[src/rtl/uart_report_sched.sv]
`default_nettype none
// ============================================================================
// Module   : uart_report_sched
// Brief    : Round-robin scheduler sharing one decimal UART printer among
//            CH_NUM producers, each with a one-entry holding slot and a
//            per-frame watchdog.
// Revision : 1.0 - initial release
// ============================================================================
module uart_report_sched #(
    parameter int CH_NUM    = 4,
    parameter int DATA_W    = 16,
    parameter int TO_CYCLES = 2_000_000,
    localparam int CH_W     = $clog2(CH_NUM)
) (
    input  logic                     sys_clk,
    input  logic                     sys_rst,
    input  logic [CH_NUM-1:0]        req_valid,
    input  logic [CH_NUM*DATA_W-1:0] req_data,
    output logic [CH_NUM-1:0]        req_ready,
    output logic [CH_NUM-1:0]        drop_flag,
    input  logic                     drop_clr,
    output logic                     prn_ena,
    output logic [DATA_W-1:0]        prn_data,
    input  logic                     prn_ready,
    input  logic                     prn_done,
    output logic                     busy,
    output logic [CH_W-1:0]          cur_ch,
    output logic                     to_err
);

    localparam int WD_W = $clog2(TO_CYCLES) + 1;

    typedef enum logic [1:0] {
        S_IDLE    = 2'd0,
        S_REQ     = 2'd1,
        S_BUSY    = 2'd2,
        S_RELEASE = 2'd3
    } state_t;

    state_t              r_state;
    logic [CH_NUM-1:0]   r_slot_full;
    logic [DATA_W-1:0]   r_slot_data [CH_NUM];
    logic [CH_NUM-1:0]   r_drop;
    logic                r_prn_ena;
    logic [DATA_W-1:0]   r_prn_data;
    logic [CH_W-1:0]     r_cur_ch;
    logic [CH_W-1:0]     r_last_grant;
    logic [WD_W-1:0]     r_wd;
    logic                r_to_err;

    logic [CH_NUM-1:0]   w_wr;
    logic [CH_NUM-1:0]   w_rel_mask;
    logic                w_any;
    logic [CH_W-1:0]     w_grant;
    logic                w_wd_exp;

    assign w_wr       = req_valid & ~r_slot_full;
    assign w_rel_mask = (r_state == S_RELEASE) ? (CH_NUM'(1) << r_cur_ch) : '0;
    assign w_wd_exp   = (r_wd == WD_W'(TO_CYCLES - 1));

    // Descending scan so the slot closest after last_grant is assigned last and wins.
    always_comb begin
        w_any   = 1'b0;
        w_grant = '0;
        for (int k = CH_NUM; k >= 1; k--) begin
            logic [CH_W:0] w_sum;
            w_sum = {1'b0, r_last_grant} + (CH_W+1)'(k);
            if (w_sum >= (CH_W+1)'(CH_NUM)) begin
                w_sum = w_sum - (CH_W+1)'(CH_NUM);
            end
            if (r_slot_full[w_sum[CH_W-1:0]]) begin
                w_any   = 1'b1;
                w_grant = w_sum[CH_W-1:0];
            end
        end
    end

    // A slot being released is full, so a write can never collide with its clear.
    always_ff @(posedge sys_clk) begin
        if (sys_rst) begin
            r_slot_full <= '0;
            r_drop      <= '0;
        end else begin
            r_slot_full <= (r_slot_full | w_wr) & ~w_rel_mask;
            r_drop      <= (r_drop & ~{CH_NUM{drop_clr}}) | (req_valid & r_slot_full);
        end
    end

    for (genvar g = 0; g < CH_NUM; g++) begin : g_slot
        always_ff @(posedge sys_clk) begin
            if (w_wr[g]) begin
                r_slot_data[g] <= req_data[g*DATA_W +: DATA_W];
            end
        end
    end

    always_ff @(posedge sys_clk) begin
        if (sys_rst) begin
            r_state      <= S_IDLE;
            r_prn_ena    <= 1'b0;
            r_prn_data   <= '0;
            r_cur_ch     <= '0;
            r_last_grant <= CH_W'(CH_NUM - 1);
            r_wd         <= '0;
            r_to_err     <= 1'b0;
        end else begin
            r_to_err <= 1'b0;
            case (r_state)
                S_IDLE: begin
                    r_wd <= '0;
                    if (w_any) begin
                        r_prn_data <= r_slot_data[w_grant];
                        r_cur_ch   <= w_grant;
                        r_prn_ena  <= 1'b1;
                        r_state    <= S_REQ;
                    end
                end
                S_REQ: begin
                    r_wd <= r_wd + WD_W'(1);
                    if (prn_ready) begin
                        r_prn_ena <= 1'b0;
                        r_state   <= S_BUSY;
                    end else if (w_wd_exp) begin
                        r_prn_ena <= 1'b0;
                        r_to_err  <= 1'b1;
                        r_state   <= S_RELEASE;
                    end
                end
                S_BUSY: begin
                    r_wd <= r_wd + WD_W'(1);
                    if (prn_done) begin
                        r_state <= S_RELEASE;
                    end else if (w_wd_exp) begin
                        r_to_err <= 1'b1;
                        r_state  <= S_RELEASE;
                    end
                end
                S_RELEASE: begin
                    r_last_grant <= r_cur_ch;
                    r_state      <= S_IDLE;
                end
                default: r_state <= S_IDLE;
            endcase
        end
    end

    assign req_ready = ~r_slot_full;
    assign drop_flag = r_drop;
    assign prn_ena   = r_prn_ena;
    assign prn_data  = r_prn_data;
    assign busy      = (r_state != S_IDLE);
    assign cur_ch    = r_cur_ch;
    assign to_err    = r_to_err;

endmodule
`default_nettype wire

[config.mk]
export PLATFORM = sky130hd
export DESIGN_NAME = uart_report_sched
export DESIGN_NICKNAME = d
export VERILOG_FILES = /design/src/rtl/uart_report_sched.sv
export SDC_FILE = /design/constraint.sdc
export NUM_CORES = 1
export LEC_CHECK = 0
export BUFFER_PORTS_ARGS = -buffer_cell sky130_fd_sc_hd__buf_2
export CORE_MARGIN = 2
export CORE_UTILIZATION = 45
export CTS_BUF_LIST = sky130_fd_sc_hd__clkbuf_8
export DETAILED_ROUTE_END_ITERATION = 16
export HOLD_SLACK_MARGIN = 0.05
export PLACE_DENSITY_LB_ADDON = 0.2
export SLEW_MARGIN = 20
export SYNTH_ARGS = -nofsm -noshare
export SYNTH_HDL_FRONTEND = slang
export SYNTH_SLANG_ARGS = --single-unit
[constraint.sdc]
create_clock -name sys_clk -period 4 [get_ports sys_clk]
set_clock_uncertainty 0.1 [all_clocks]
set_input_delay 0.4 -clock sys_clk [delete_from_list [all_inputs] [get_ports sys_clk]]
set_output_delay 0.4 -clock sys_clk [all_outputs]
set_load 0.03 [all_outputs]
==> impl_metrics.ini <==
[outcome]
status = finished, final reports clean

[synth]
synth_edf_count = 64
synth_top_area_frac = 0.404
synth_nets = 445
synth_flop_cell = edfxtp_1
synth_warnings = 0
synthArstFlopShare = 0
syn_avg_cell_area_um2 = 13.0
synth_common_cells = edfxtp_1, dfxtp_1, nor2_1, mux2i_1, nand2_1
synth.distinct_cells = 49
synth_area_leaders = edfxtp_1, dfxtp_1, mux2i_1, o221ai_2, nor2_1
synth-seq-cells = 118
synth_largest_area_cell = edfxtp_1
synthCells = 365
yosysMostFrequentCell = edfxtp_1
ys_seq_area_frac = 0.632
syn_area_mm2 = 0.00475

[setup_path]
path_class = flop to flop
path_max_fanout = 16
arrival_ns = 2.42
critPathMaxStageDelay_ns = 0.76
crit_chain = nor4_2, nor3_2, or3b_1, o221ai_1
worst_path_max_delay_cell = or3b_1
cp.required_ns = 4.14
end_kind = flop
crit_path_start_kind = flop

[grt]
antenna_found_initial = 0
grt_use_total = 0.194
grt_pass1_vias = 3423
grt.overflow.total = 0
grt_pass1_wl_um = 16800
grt_max_degree = 33

[power]
power.total_mw = 3.05
p_seq_frac = 0.467
intPower_mw = 2.20
vdd_drop_max_mv = 0.212
power_leakage_nw = 2.47
p_per_area_mw_per_mm2 = 481
p_clk_frac = 0.372
power_switching_uw = 848
swShare = 0.278
combPwrFrac = 0.160

[timing]
hold_viol = 0
period_share = 0.568
fin_setup_tns_ns = 0
finalSetupViolCount = 0
timing.fmax_mhz = 440
rsz0062_at_grt = no
tightestPinTransition_ns = 1.00
finalHoldWorstSlack_ns = 0.0756
slew_headroom = 0.329
slew_viol_final = 0
fin_crit_ns = 2.27

[floorplanning]
die_h_um = 107
core_mm2 = 0.0103
pin_count = 102
num_rows = 37
start_util = 0.463
die_area_mm2 = 0.0114
die_w_um = 107

[finish]
diodes = 0
syn_to_final_growth_pct = 33.5
finalNetCount = 610
drive_above_1_share = 0.289

[drt]
firstDrtPassIters = 4
drt_iter0_markers = 153
routed_wl_um = 10900
ant_nets = 0
via_per_inst = 5.03
vias = 3412
wl_per_cell_um = 16.0
drc_errors = 0

[clock_tree]
ctsResizeCount = 0
cts_inserted_buffers = 17
cts_tree = built
clk_latency_ns = 0.42
htreeDepth = 4
clk_pin_slew_ns = 0.07
clock_sinks = 118
clock-root-buffer = clkbuf_8
clockBufferDepth = 2

[placed_design]
finalWeightedCongestion = 0.816
port_buffers = 101
dpl.hpwl_um = 6880

[worst_hold_path]
min_path_type = primary input to flop

[job]
max-cap-violations = 0
## area by class of cell
type	instances	area, um^2
fillers	822	3930
flip-flops and latches	118	3000
multi-input cells	220	1610
repair buffers	159	1080
clock buffers	18	248
clock inverters	14	178
well taps	136	170
inverters	14	52.6
## cell usage in the layout (no fill, tap or decap), types with 6 or more instances in the layout
cell type	instances
clkbuf_8	18
mux2i_1	36
xnor2_1	6
nand2_1	31
nand3_1	9
xor2_1	14
edfxtp_1	64
o221ai_2	10
o221ai_1	6
inv_1	14
dlygate4sd3_1	56
buf_2	101
a21oi_1	6
ha_1	7
nor2_1	37
dfxtp_1	54
## power by group through the flow
stage | clock, mW | combinational, mW | sequential [mW]
2_1_floorplan | 0 | 0.238 | 1.52
3_3_place_gp | 0 | 0.440 | 1.45
3_5_place_dp | 0 | 0.449 | 1.45
4_1_cts | 1.16 | 0.491 | 1.42
5_1_grt | 1.21 | 0.527 | 1.43
6_report | 1.14 | 0.489 | 1.43
## what timing repair did
action,4_1_cts,5_1_grt
buffers inserted,0,0
hold buffers,53,3
endpoints found under the hold margin,53,3
## per-stage QoR
| step | setup slack, ns | cells | instance area [um^2] | utilization |
|---|---|---|---|---|
| global route | 1.60 | 679 | 6350 | 0.617 |
| finish | 1.73 | 679 | 6350 | 0.617 |
| CTS | 1.74 | 676 | 6320 | 0.615 |
| detailed placement | 1.77 | 591 | 5360 | 0.522 |
| global placement | 1.86 | 591 | 5360 | 0.522 |
| floorplan | 2.06 | 365 | 4750 | - |
## worst paths after layout
| kind | slack, ns | endpoint | from | cells after the start |
|---|---|---|---|---|
| worst max-delay path | 1.73 | prn_data[15] | r_slot_full[3] | 4 |
| worst min-delay path | 0.08 | r_slot_data[0][13] | req_data[13] | 1 |
| worst max register to register | 1.73 | prn_data[15] | r_slot_full[3] | 4 |
| worst min register to register | 0.37 | prn_data[12] | prn_data[12] | 2 |
## critical path: cells and delay by family, from the launching register on
family	cells	cell delay (ns)
DFF	1	0.40
AOI/OAI and AO/OA	1	0.23
and+or+nand+nor	3	1.37
## flip-flops by register name, indices dropped and copies added, names as in the netlist
register and count:
prn_ena 1, prn_data 16, r_last_grant 2, to_err 1, drop_flag 4, r_state 2, r_slot_full 4, r_slot_data 64
cur_ch 2, r_wd 22
## layer usage
layer / global-route usage / part of all wire
met5: 0 / 0
met4: 0.0733 / 0.013
met3: 0.0553 / 0.053
met2: 0.323 / 0.49
met1: 0.241 / 0.44
## logic make-up (layout without fill, tap and decap cells)
group / Yosys count / after routing / share of synthesized area
DFF: 118 / 118 / 0.632
and+or+nand+nor: 113 / 113 / 0.122
AOI/OAI and AO/OA: 44 / 44 / 0.0850
muxes: 36 / 36 / 0.0758
buffers and inverters: 27 / 205 / 0.0305
xor gates and xnor gates: 20 / 20 / 0.0368
adders and majority gates: 7 / 7 / 0.0184
(Power assumes the default switching activity.)
